<file path="src/rtl/ms_timer_display.sv">
// ms_timer_display: 1 kHz millisecond tick divided down from the system clock,
// a six-digit BCD elapsed-time counter shown as SSS.mmm, and active-low
// 7-segment drive for each digit.
module ms_timer_display #(
  parameter int unsigned CLK_DIV  = 50000,    // system clocks per millisecond
  parameter int unsigned MS_WRAP  = 1000000,  // ms count at which time returns to 0
  parameter logic [23:0] INIT_BCD = '0        // digit value loaded by reset, {d5..d0}
) (
  input  logic        clkIn,
  input  logic        rst,
  output logic        clkOut,
  output logic        msTick,
  output logic [29:0] timeOut,
  output logic [7:0]  hex5,
  output logic [7:0]  hex4,
  output logic [7:0]  hex3,
  output logic [7:0]  hex2,
  output logic [7:0]  hex1,
  output logic [7:0]  hex0
);

  localparam int unsigned DW = (CLK_DIV > 1) ? $clog2(CLK_DIV) : 1;
  localparam logic [DW-1:0] DIV_LAST = DW'(CLK_DIV - 1);
  localparam logic [DW-1:0] DIV_HALF = DW'(CLK_DIV / 2);

  // Binary-to-BCD conversion of the last count before wrap, evaluated at elaboration.
  function automatic logic [23:0] to_bcd(input int unsigned v);
    logic [23:0] r;
    int unsigned t;
    r = '0;
    t = v;
    for (int unsigned i = 0; i < 6; i++) begin
      r[4*i +: 4] = 4'(t % 10);
      t = t / 10;
    end
    return r;
  endfunction

  localparam logic [23:0] WRAP_BCD = to_bcd(MS_WRAP - 1);

  // Active-low segment pattern {dp,g,f,e,d,c,b,a} for one {dp,bcd} field.
  function automatic logic [7:0] seg7(input logic [4:0] f);
    logic [6:0] p;
    case (f[3:0])
      4'h0:    p = 7'h40;
      4'h1:    p = 7'h79;
      4'h2:    p = 7'h24;
      4'h3:    p = 7'h30;
      4'h4:    p = 7'h19;
      4'h5:    p = 7'h12;
      4'h6:    p = 7'h02;
      4'h7:    p = 7'h78;
      4'h8:    p = 7'h00;
      4'h9:    p = 7'h10;
      4'hA:    p = 7'h08;
      4'hB:    p = 7'h03;
      4'hC:    p = 7'h46;
      4'hD:    p = 7'h21;
      4'hE:    p = 7'h06;
      default: p = 7'h0E;
    endcase
    return {~f[4], p};
  endfunction

  logic [DW-1:0] r_divCnt;
  logic          r_clkOut;
  logic          r_msTick;
  logic [23:0]   r_bcd;

  logic [DW-1:0] w_divNext;
  logic          w_tick;
  logic          w_wrap;
  logic [23:0]   w_bcdNext;

  assign w_tick    = (r_divCnt == DIV_LAST);
  assign w_divNext = w_tick ? '0 : r_divCnt + 1'b1;
  assign w_wrap    = (r_bcd == WRAP_BCD);

  // Divider; clkOut and msTick are registered from the next divider value so
  // they line up with the divCnt value they describe.
  always_ff @(posedge clkIn or posedge rst) begin
    if (rst) begin
      r_divCnt <= '0;
      r_clkOut <= 1'b0;
      r_msTick <= 1'b0;
    end else begin
      r_divCnt <= w_divNext;
      r_clkOut <= (w_divNext >= DIV_HALF);
      r_msTick <= (w_divNext == DIV_LAST);
    end
  end

  // Ripple BCD increment; any digit at 9 or above rolls to 0 so digits stay BCD.
  always_comb begin
    logic carry;
    w_bcdNext = r_bcd;
    carry     = 1'b1;
    for (int unsigned i = 0; i < 6; i++) begin
      if (carry) begin
        if (r_bcd[4*i +: 4] >= 4'd9) begin
          w_bcdNext[4*i +: 4] = '0;
        end else begin
          w_bcdNext[4*i +: 4] = r_bcd[4*i +: 4] + 4'd1;
          carry               = 1'b0;
        end
      end
    end
  end

  // Time digits advance on the edge that ends the msTick cycle; wrap has priority.
  always_ff @(posedge clkIn or posedge rst) begin
    if (rst) begin
      r_bcd <= INIT_BCD;
    end else if (w_tick) begin
      r_bcd <= w_wrap ? '0 : w_bcdNext;
    end
  end

  // Pack digits into {dp,bcd} fields; only digit 3 carries the decimal point.
  always_comb begin
    timeOut = '0;
    for (int unsigned n = 0; n < 6; n++) begin
      timeOut[5*n +: 5] = {(n == 3), r_bcd[4*n +: 4]};
    end
  end

  assign clkOut = r_clkOut;
  assign msTick = r_msTick;

  assign hex0 = seg7(timeOut[4:0]);
  assign hex1 = seg7(timeOut[9:5]);
  assign hex2 = seg7(timeOut[14:10]);
  assign hex3 = seg7(timeOut[19:15]);
  assign hex4 = seg7(timeOut[24:20]);
  assign hex5 = seg7(timeOut[29:25]);

endmodule

</file>
<file path="config.mk">
export PLATFORM = sky130hd
export DESIGN_NAME = ms_timer_display
export DESIGN_NICKNAME = d
export VERILOG_FILES = /design/src/rtl/ms_timer_display.sv
export SDC_FILE = /design/constraint.sdc
export NUM_CORES = 1
export LEC_CHECK = 0
export BUFFER_PORTS_ARGS = -buffer_cell sky130_fd_sc_hd__buf_2
export CORE_ASPECT_RATIO = 1.2
export CORE_MARGIN = 2
export CORE_UTILIZATION = 40
export DETAILED_ROUTE_END_ITERATION = 10
export PLACE_DENSITY = 0.66
export SLEW_MARGIN = 20
export SYNTH_ARGS = -nofsm -noshare
export SYNTH_HDL_FRONTEND = slang
export SYNTH_SLANG_ARGS = --single-unit
</file>
<file path="constraint.sdc">
create_clock -name clkIn -period 3.8 [get_ports clkIn]
set_clock_uncertainty 0.1 [all_clocks]
set_input_delay 0.19 -clock clkIn [delete_from_list [all_inputs] [get_ports clkIn]]
set_output_delay 0.19 -clock clkIn [all_outputs]
set_load 0.1 [all_outputs]
</file>
Yosys cells after proc, flatten, opt, wreduce, memory -nomap -nowiden
Memory sizes are Yosys's and may differ from the RTL's.
Index checks and enable logic that the tools add are counted.
- $add $sub $neg: 7
- $lt $le $gt $ge: 7
- equal/unequal tests: 3
- multiplexer cells: 22
- reductions and logical operators: 10
- operators with widths (operator ; count):
    $mux W4 ; 11
    $eq A16 B16 Y1 const B ; 2
    $add A4 B1 Y4 const B ; 6
    $eq A24 B24 Y1 const B ; 1
    $ge A4 B4 Y1 const B ; 6
    $mux W24 ; 1
    $add A16 B1 Y16 const B ; 1
    $ge A16 B15 Y1 const B ; 1
    $mux W16 ; 1
    $reduce_and A2 Y1 ; 5
    $reduce_bool A2 Y1 ; 5
    $mux W1 ; 9
- flip-flop bits (word level): 42
- memory bits (read-only): 672
- bits of input ports: 2
- output and inout port bits: 80
- word-level logic and storage cells: 64
- memories: 6
- memories (name ; words ; bits a word ; rd ports ; clocked after memory_dff ; write ports ; RTL line ; source):
    (no name shown) ; 16 ; 7 ; 1 ; 0 ; 0 ; 44 ; case (f[3:0])
    (no name shown) ; 16 ; 7 ; 1 ; 0 ; 0 ; 44 ;
    (no name shown) ; 16 ; 7 ; 1 ; 0 ; 0 ; 44 ;
    (no name shown) ; 16 ; 7 ; 1 ; 0 ; 0 ; 44 ;
    (no name shown) ; 16 ; 7 ; 1 ; 0 ; 0 ; 44 ;
    (no name shown) ; 16 ; 7 ; 1 ; 0 ; 0 ; 44 ;

Longest topological paths before layout
- depth after elaboration: 8
- depth in mapped cells: 10
- depth with buffers taken out: 8

Worst setup path before layout
No wires, ideal clock.
- kind: register -> output
- from: register r_bcd[3]
- to: output hex0[4]
- arrival: 3.883 ns
- required time: 3.510 ns
- setup slack: -0.373 ns
- stages on the path, launching flop included: 6
- buffers on the path: 2
- path through: dfrtp_1 > clkbuf_1 > buf_1 > nand2_1 > o21a_1 > o21ai_0
- cells in the longest elaborated chain, start to end: 1
- ends and longest elaborated chain (element ; RTL line ; source):
    start: declaration ; 68 ; logic [23:0] r_bcd;
    start signal: assignment ; 115 ; r_bcd <= w_wrap ? '0 : w_bcdNext;
    $mem_v2 Z16 W7 ; - ;
    end: declaration ; 19 ; output logic [7:0] hex0
Every way passes these cells.

Worst setup path after layout
- from: register r_bcd[5]
- to: register r_bcd[23]
- cells in the longest elaborated chain, start to end: 8
- elaborated cells on any way between the ends: 10
- ends and longest elaborated chain (element ; RTL line ; source):
    $ge A4 B4 Y1 ; 100 ; if (r_bcd[4*i +: 4] >= 4'd9) begin
    $mux W1 ; 100 ;
    $mux W1 (4 in series) ; 99 ; if (carry) begin
    $reduce_bool A2 Y1 (no line) ; - ;
    $reduce_and A2 Y1 (no line) ; - ;
Parallel ways exist; a longest one is shown, timed or not.
A chain may end at the register's enable or synchronous reset.

==> impl_metrics.toml <==
[run_status]
status = "finished clean"

[clock_tree]
clock-sinks = 42
cts_resized = 0
cts_root_buf = "clkbuf_8"
clock_latency_ns = 0.29
cts_setup_buffers = 0
h-tree-depth = 2
cts.reportedPaths.clkPinSlew_ns = 0.08
cts_tree = "done"
cts_hold_buf = 1
cts_buffer_depth = 2
cts_inserted_buffers = 5

[yosys]
yosysSeqAreaShare = 0.2879
syn_area_per_cell_um2 = 7.886
synth_top_area_frac = 0.2879
syn_inst = 463
synth_ff_type = "dfrtp_1"
synthTopCellsByArea = "dfrtp_1, ha_1, o21ai_0, nand2_1, nor2_1"
synthXorXnorAreaFrac = 0.03119
async_flop_share = 1.000
yosysMostFrequentCell = "nand2_1"
synth_area_mm2 = 0.003651
yosysWarnings = 0
yosys.area_share.simple = 0.2395
synth_top_family_by_area = "simple AND/OR/NAND/NOR gates"
synth_common_cells = "nand2_1, nor2_1, o21ai_0, dfrtp_1, ha_1"
synth-seq-cells = 42
synth_compound_area_frac = 0.1827
synth_cell_type_count = 53
synth_edf_count = 0
synthAdderAreaFrac = 0.1234
synthMuxAreaShare = 0.05106
synth_top_cell_by_area = "dfrtp_1"

[sta]
setup_viol = 0
slew_headroom = 0.4491
timing_hold_violations_final = 0
min_period_ns = 2.979
rsz0062_at_grt = "no"
report.final.slew_viol_count = 0
setup_tns_ns = 0
worst_slack_ns = 0.8209
final.period_utilization = 0.7840
fmaxAchievable_mhz = 335.7
worst_pin_slew_ns = 0.8233

[detailed_routing]
vias = 3228
post-route-drc-count = 0
finalWirelength_um = 7866
dr.pass1.iters = 4
via_per_inst = 5.100
wl_per_cell_um = 12.43
drtIter0Drc = 96
ant_nets = 0

[placed_design]
detailed_place_hpwl_um = 5847
dp.cells = 624
place.port_buffers = 69
dpl_worst_slack_ns = 0.8176
placed_area_mm2 = 0.003985
globalplace.congestion = 0.8535

[global_route]
grt_max_degree = 43
grt_pass1_wl_um = 13310
grt_pass1_vias = 2970
overflow = 0
antenna_found_initial = 0
grt_usage = 0.1593

[worst_setup_path]
arrival_ns = 3.04
cp_max_fo = 9
setup.worst_path.class = "reg2reg"
ff2ff_setup_slack_ns = 0.82
worstSetupEndpointType = "register"
worstPathRequired_ns = 3.86
cp-start-kind = "register"

[die]
initial_core_util = 0.4085
num_rows = 38
die_width_um = 91.22
die_area_mm2 = 0.009911
coreArea_mm2 = 0.008939
io_pins = 82
die_height_um = 108.7

[cells_and_area]
final_cell_area_mm2 = 0.004086
final_cells = 633
area_delta_synth_final_pct = 11.93
drive_above_1_share = 0.1735
num_antenna_cells = 0
nets = 550

[power_and_ir_drop]
powerDensity_mw_per_mm2 = 195.9
worst_ir_drop_vdd_uv = 115.2
power_leakage_nw = 1.948
finalPower_w = 0.0008007

[run]
maxCapViolCount = 0

[hold_path]
hp-class = "reg2reg"
cell families after synthesis:
family                   count (synthesis)
AO/OA/AOI/OAI                          110
flip-flops                              42
buffers and inverters                   63
AND/OR/NAND/NOR                        181
adder cells (fa/ha/maj)                 36
other                                    2
multiplexers                            16
XOR/XNOR                                13
final timing paths:
kind	from	depth (start not counted)	endpoint
max	r_bcd[5]	8	r_bcd[23]
min reg2reg	r_divCnt[0]	1	r_divCnt[0]
max reg2reg	r_bcd[5]	8	r_bcd[23]
min	r_divCnt[0]	1	r_divCnt[0]
min in group asynchronous	rst	4	r_bcd[21]
max in group asynchronous	rst	4	r_bcd[5]
per-layer routing:
layer  vias to the layer above  share of wire  global-route usage
met5                         -              0                   0
met4                         0         0.0070             0.04870
met3                         6          0.041             0.03386
met2                        59           0.50              0.2735
met1                      1494           0.46              0.2021
li1                       1669              -                   -
state kept, by name, indices dropped and copies added (netlist names):
| signal | cells |
|---|---|
| r_divCnt | 16 |
| r_bcd | 24 |
| clkOut | 1 |
| msTick | 1 |
power breakdown:
group | total (W) | internal (W) | switching (W) | leakage (nW)
combinational | 0.0000620 | 0.00000179 | 0.0000602 | 1.33
clock | 0.000292 | 0.000147 | 0.000146 | 0.0482
sequential | 0.000447 | 0.000447 | 0 | 0.573
area by class of cell:
| cell class | instances | area, µm² |
|---|---|---|
| clock buffer | 7 | 86.33 |
| clock inverter | 1 | 5.005 |
| fill | 945 | 4852 |
| inverter | 23 | 86.33 |
| multi-input combinational | 368 | 2337 |
| sequential | 42 | 1051 |
| tap | 120 | 150.1 |
| timing repair buffer | 72 | 370.4 |
metrics by stage:
stage,hold slack (ns),utilization
6_report,0.3918,0.4572
3_3_place_gp,0.2522,0.4458
3_5_place_dp,0.2629,0.4458
5_1_grt,0.4224,0.4572
4_1_cts,0.3925,0.4572
2_1_floorplan,0.3332,-
layout by cell type, fill, tap and decap left out, types with 3 or more instances in the layout:
master	n
dfrtp_1	42
conb_1	12
clkbuf_8	6
nand2_1	57
nand3_1	25
nand3b_1	4
nand2b_1	9
nand4_1	5
xnor2_1	6
ha_1	36
o21a_1	5
and2_1	3
inv_1	22
a22o_1	4
nor2b_1	6
a21oi_1	27
nor3b_1	4
and4_1	4
mux2i_1	13
nor3_1	6
xor2_1	7
o21ai_1	9
a31oi_1	6
buf_2	69
o21ai_0	39
nor2_1	48
worst max-delay path, stage by stage, from the launching register on:
cell	delay (ns)
dfrtp_1	0.45
inv_1	0.14
ha_1	0.23
nor2_1	0.07
a21bo_2	0.27
or4_1	0.61
or4_1	0.65
o21ai_2	0.23
o31ai_2	0.08
No activity file was read; power rests on OpenSTA's default activity.
